## src/rtl/ifu_pc_gen.sv

```systemverilog
// Fetch-address generator: sequential PC issue, EX redirects and redirects deferred across a hold.
// Optional redirect counter is enabled by defining IFU_PC_REDIRECT_CNT_EN.
module ifu_pc_gen #(
  parameter logic [31:0] RESET_PC = 32'h0000_0000,
  parameter logic [31:0] PC_STEP  = 32'd4
) (
  input  logic        clk,
  input  logic        rst,
  input  logic        jump_flag_i,
  input  logic [31:0] jump_addr_i,
  input  logic        hold_i,
  input  logic        fetch_ready_i,
  output logic [31:0] pc_o,
  output logic        pc_valid_o,
  output logic        flush_o,
  output logic        misalign_o
`ifdef IFU_PC_REDIRECT_CNT_EN
  ,
  output logic [31:0] redirect_cnt_o
`endif
);

  localparam int unsigned STATE_W = 2;
  localparam int unsigned ADDR_W  = 32;

  localparam logic [STATE_W-1:0] BOOT = 2'd0;
  localparam logic [STATE_W-1:0] RUN  = 2'd1;
  localparam logic [STATE_W-1:0] PEND = 2'd2;

  logic [STATE_W-1:0] state;
  logic [STATE_W-1:0] state_nxt;
  logic [ADDR_W-1:0]  pc_nxt;
  logic [ADDR_W-1:0]  pend_addr;
  logic [ADDR_W-1:0]  pend_nxt;
  logic [ADDR_W-1:0]  target;
  logic               accept;

  // State and address registers
  always_ff @(posedge clk) begin
    if (rst) begin
      state     <= BOOT;
      pc_o      <= RESET_PC;
      pend_addr <= '0;
    end else begin
      state     <= state_nxt;
      pc_o      <= pc_nxt;
      pend_addr <= pend_nxt;
    end
  end

  // Next-state, next-PC and combinational handshake/flush outputs
  always_comb begin
    state_nxt  = state;
    pc_nxt     = pc_o;
    pend_nxt   = pend_addr;
    pc_valid_o = 1'b0;
    flush_o    = jump_flag_i;
    misalign_o = jump_flag_i & (|jump_addr_i[1:0]);
    target     = {jump_addr_i[ADDR_W-1:2], 2'b00};

    if (state == RUN) begin
      pc_valid_o = ~hold_i;
    end
    accept = pc_valid_o & fetch_ready_i;

    if (jump_flag_i) begin
      // A redirect overrides any outstanding request; under hold it is parked
      if (hold_i) begin
        pend_nxt  = target;
        state_nxt = PEND;
      end else begin
        pc_nxt    = target;
        state_nxt = RUN;
      end
    end else begin
      case (state)
        BOOT: state_nxt = RUN;
        PEND: begin
          if (!hold_i) begin
            pc_nxt    = pend_addr;
            state_nxt = RUN;
          end
        end
        RUN: begin
          if (accept) begin
            pc_nxt = pc_o + PC_STEP;
          end
        end
        default: state_nxt = BOOT;
      endcase
    end
  end

`ifdef IFU_PC_REDIRECT_CNT_EN
  // Counts every redirect pulse, held or not; wraps naturally
  always_ff @(posedge clk) begin
    if (rst) begin
      redirect_cnt_o <= '0;
    end else if (jump_flag_i) begin
      redirect_cnt_o <= redirect_cnt_o + 32'd1;
    end
  end
`endif

endmodule

```

## config.mk

```make
export PLATFORM = sky130hd
export DESIGN_NAME = ifu_pc_gen
export DESIGN_NICKNAME = d
export VERILOG_FILES = /design/src/rtl/ifu_pc_gen.sv
export SDC_FILE = /design/constraint.sdc
export NUM_CORES = 1
export LEC_CHECK = 0
export ABC_AREA = 1
export ABC_CLOCK_PERIOD_IN_PS = 1700
export BUFFER_PORTS_ARGS = -buffer_cell sky130_fd_sc_hd__buf_2
export CORE_MARGIN = 4
export CORE_UTILIZATION = 45
export DETAILED_ROUTE_END_ITERATION = 10
export PLACE_DENSITY_LB_ADDON = 0.05
export SETUP_SLACK_MARGIN = 0.1
export SLEW_MARGIN = 20
export SYNTH_ARGS = -nofsm -noshare
export SYNTH_HDL_FRONTEND = slang
export SYNTH_SLANG_ARGS = --single-unit
```

## constraint.sdc

```tcl
create_clock -name clk -period 1.7 [get_ports clk]
set_input_delay 0 -clock clk [delete_from_list [all_inputs] [get_ports clk]]
set_output_delay 0 -clock clk [all_outputs]
set_load 0.02 [all_outputs]
```

-- Word level (Yosys, flattened, before mapping)
Cells that the tools add are included.
W data, S select, Z words.
- add/sub/neg operators: 1
- multiply operators: 0
- div/mod/pow operators: 0
- order comparisons: 0
- equality and inequality tests: 7
- shift-type cells: 0
- mux-type cells: 10
- bitwise operators: 3
- reductions and logical operators: 6
- operators by type and width (cell ; number):
    $mux W32 ; 4
    $pmux W32 S2 ; 1
    $add A32 B3 Y32 const B ; 1
    $mux W2 ; 3
    $ne A2 B2 Y1 const B ; 3
    $ne A3 B3 Y1 const B ; 2
    $pmux W2 S3 ; 1
    $reduce_and A2 Y1 ; 2
    $reduce_and A4 Y1 ; 1
    $reduce_bool A3 Y1 ; 1
    $and A1 B1 Y1 ; 2
    $eq A2 B1 Y1 const B ; 1
    $eq A2 B2 Y1 const B ; 1
    $logic_not A2 Y1 ; 1
    $reduce_or A2 Y1 ; 1
    $mux W1 ; 1
    $not A1 Y1 ; 1
- register bits: 64
- bits in latches: 0
- bits in writable memories: 0
- bits in read-only memories: 0
- input port bits: 37
- output and inout port bits: 35
- word-level logic and storage cells: 30
- memories: 0

-- Logic depth before layout (Yosys ltp)
- depth in word-level cells: 6
- depth in mapped cells: 12
- mapped depth without buffers: 12

-- Worst setup path after synthesis
OpenSTA, ideal clock, no wires.
- kind: reg2reg
- start: reg pc_o[2]
- end: reg pc_o[26]
- setup time: 0.132 ns
- data arrival time: 1.543 ns
- required time: 1.568 ns
- path slack: 0.025 ns
- cell stages (with the launch flop): 11
- path buffers: 0
- period minus slack after synthesis: 1.675 ns
- cell sequence: dfxtp_1 -> ha_1 -> nand2_1 -> nor2_4 -> nand2_1 -> nor2_2 -> nand3_1 -> nand3_1 -> nand2_1 -> nand2_1 -> a21oi_1
- cells in the longest elaborated chain, start to end: 4
- ends and longest elaborated chain (what ; RTL line ; text):
    from (decl) ; 13 ; output logic [31:0] pc_o,
    from (signal assigned) ; 46 ; pc_o <= pc_nxt;
    $add A32 B3 Y32 ; 86 ; pc_nxt = pc_o + PC_STEP;
    $mux W32 ; 85 ; if (accept) begin
    $pmux W32 S2 ; 76 ; case (state)
    $mux W32 ; 66 ; if (jump_flag_i) begin
No other way between the ends. The select of a mux whose other input is x is not followed.
A chain may end at the register's enable or synchronous reset.

-- Worst setup path in the final report
- start: reg pc_o[4]
- end: reg pc_o[27]
Same word-level chain as after synthesis.

==> impl_metrics.toml <==
[status]
status = "complete, no violations"

[floorplan]
dieHeight_um = 96.61
coreArea_um2 = 7687
start_util_pct = 45.96
die_x_um = 96.61
die-area_um2 = 9333
pin_count = 72
placementRows = 32

[drt]
viasPerCell = 5.220
wl_um = 11680
firstDrtPassIters = 6
wl_per_cell_um = 15.11
drt_first_iter_violations = 263
postRouteAntennaNets = 0
drc = 0
vias = 4035

[critical_path]
worst-path-max-fanout = 6
cp_common_cell = "nand2_1"
end_kind = "flop"
rrSetupSlack_ps = 100
cp.required_ps = 1970
crit-reg2reg-launch = "pc_o[4]"
critPathSlowestCell = "dfxtp_4"
slowest_delay_ps = 390
critPathLaunchType = "flop"
path_class = "flop to flop"
path_cells = "nand3_1 -> nor2_2 -> nand2_2 -> inv_1 -> nand2_1 -> nand2_1 -> nand3_1 -> nand2_1 -> nand2_1 -> a21oi_1"
crit_arrival_ps = 1870
startpoint = "pc_o[4]"

[sta]
fmax_ghz = 0.6262
clock-skew-final_ps = 5.627
slew_viol_final = 0
setup_tns_ps = 0
period_share_pct = 93.94
grt_setup_unrepaired = "true"
fin_ws_ps = 103.0
setup_violations = 0
fin_crit_ps = 1597
hold_viol_final = 0

[clock_tree]
cts-root-buf = "clkbuf_8"
clkTransAtPathRegs_ps = 70
clock_latency_ps = 340
h-tree-depth = 3
clockBufferDepth = 2
numCtsBuffers = 9
cts_tree = "built"
cts.sinks = 62

[yosys]
synthCells = 553
synth_xor_area_share_pct = 2.231
synth-compound-area-share_pct = 23.05
synth_cell_types = 31
synth_top_family_by_area = "simple AND/OR/NAND/NOR gates"
ys_top_cells_by_area = "dfxtp_1 (35%), nand2_1 (16%), a21oi_1 (11%), o21ai_0 (7.6%), nor2_1 (7.5%)"
post-synth-top-area-cell = "dfxtp_1"
synth_warnings = 0
synthFlopType = "dfxtp_1"
yosys.area.top_type_share_pct = 35.13
synth_area_um2 = 3533
synth_fa_ha_area_share_pct = 0.3541
ys_seq_area_share_pct = 35.13
synth.area.mux_share_pct = 0
synth-seq-cells = 62
synth_edf_count = 0
avgSynthCellArea_um2 = 6.389
synthSimpleGateAreaFrac_pct = 30.56
synthArstFlopShare_pct = 0

[cells_and_area]
fill_cells = 772
drive_gt1_share_pct = 28.02
mostFrequentLayoutCell = "nand2_1"
num_antenna_cells = 0
multi_input_area_um2 = 2102
area_growth_syn_to_layout_pct = 34.95
final_cell_mix = "nand2_1 (141), a21oi_1 (78), buf_2 (69)"
seqCellArea_um2 = 1279
layout.nets = 705

[min_path]
min_path_type = "input pin to flop"
hold_path_startpoint = "jump_addr_i[15]"

[place]
post-place-ws_ps = 22.49
io_buffers = 69
place.gp.congestion = 0.9333
dpl.hpwl_um = 7800

[run]
drv_cap = 0

[global_routing]
grt_overflow_total = 0
grtUsageTotal_pct = 24.43
grt_pass1_wl_um = 18670
grt_pass1_vias = 3778
grt_max_degree = 40
antenna_found_initial = 0

[power]
pwr_density_cell_nw_per_um2 = 811.8
leakage_uw = 0.002095
ir_worst_vdd_mv = 0.4327
finalPower_uw = 3871
==> power breakdown <==
| part | internal, uW | switching (uW) |
|---|---|---|
| Sequential | 1560 | 94.4 |
| Clock | 817 | 589 |
| Combinational | 332 | 477 |
==> routing by layer <==
layer / vias up / share of wire, % / global-route usage, %
met5: - / 0 / 0
met4: 0 / 1.3 / 8.423
met3: 11 / 6.2 / 3.893
met2: 152 / 44 / 37.31
met1: 1843 / 48 / 34.93
li1: 2029 / - / -
==> path summary, 6_finish.rpt <==
| path | to | cells past startpoint |
|---|---|---|
| setup reg to reg | pc_o[27] | 10 |
| hold / removal | pc_o[15] | 4 |
| hold reg to reg | pend_addr[3] | 2 |
| setup / recovery | pc_o[27] | 10 |
==> registers in the layout, summed over array words and instances, names as in the netlist <==
signal,count
pc_o,30
pend_addr,30
state,2
==> final cells by class <==
class	count	area share, %
Tap cell	102	2.676
Timing Repair Buffer	134	19.29
Clock buffer	11	2.755
Clock inverter	4	1.522
Sequential cell	62	26.82
Inverter	35	2.860
Multi-Input combinational cell	425	44.08
==> synthesized netlist by cell type, types with 3 or more instances <==
| master | n |
|---|---|
| buf_2 | 6 |
| nand3_1 | 25 |
| a21oi_1 | 79 |
| nand2_1 | 149 |
| inv_2 | 3 |
| nor2_1 | 71 |
| or2_2 | 7 |
| buf_6 | 4 |
| buf_1 | 3 |
| o21ai_0 | 54 |
| xor2_1 | 7 |
| buf_4 | 3 |
| nor2_2 | 5 |
| a21oi_2 | 4 |
| dfxtp_1 | 62 |
| clkbuf_1 | 16 |
| o211ai_1 | 3 |
| inv_1 | 30 |
| o221a_2 | 7 |
==> what timing repair did <==
| action | 4_1_cts | 5_1_grt |
|---|---|---|
| resized for setup | 11 | 47 |
| hold buffers | 28 | 0 |
| hold endpoints to repair | 31 | 0 |
| buffers inserted | 0 | 3 |
| setup endpoints to repair | 21 | 34 |
| pin swaps | 2 | 16 |
==> critical path, delay by kind of cell, from the launching register on <==
kind / cells / cell delay, ps
compound gates: 1 / 150
flops: 1 / 390
buf+inv: 1 / 90
simple gates: 8 / 890
==> cell families after synthesis <==
| family | count (synthesis) |
|---|---|
| AND/OR/NAND/NOR | 264 |
| other | 1 |
| buffers and inverters | 67 |
| adder cells (fa/ha/maj) | 1 |
| AO/OA/AOI/OAI | 149 |
| XOR/XNOR | 9 |
| flip-flops | 62 |
==> metrics by stage <==
| stage | cell area (um^2) | hold slack [ps] | cells | util (%) |
|---|---|---|---|---|
| finish | 4768 | 17.98 | 773 | 62.03 |
| global route | 4768 | 25.98 | 773 | 62.03 |
| floorplan | 3540 | 51.38 | 554 | - |
| CTS | 4627 | 9.724 | 770 | 60.19 |
| detailed placement | 4111 | 264.8 | 727 | 53.48 |
| global placement | 4111 | 254.6 | 727 | 53.48 |
Power figures use the tool's default switching activity.
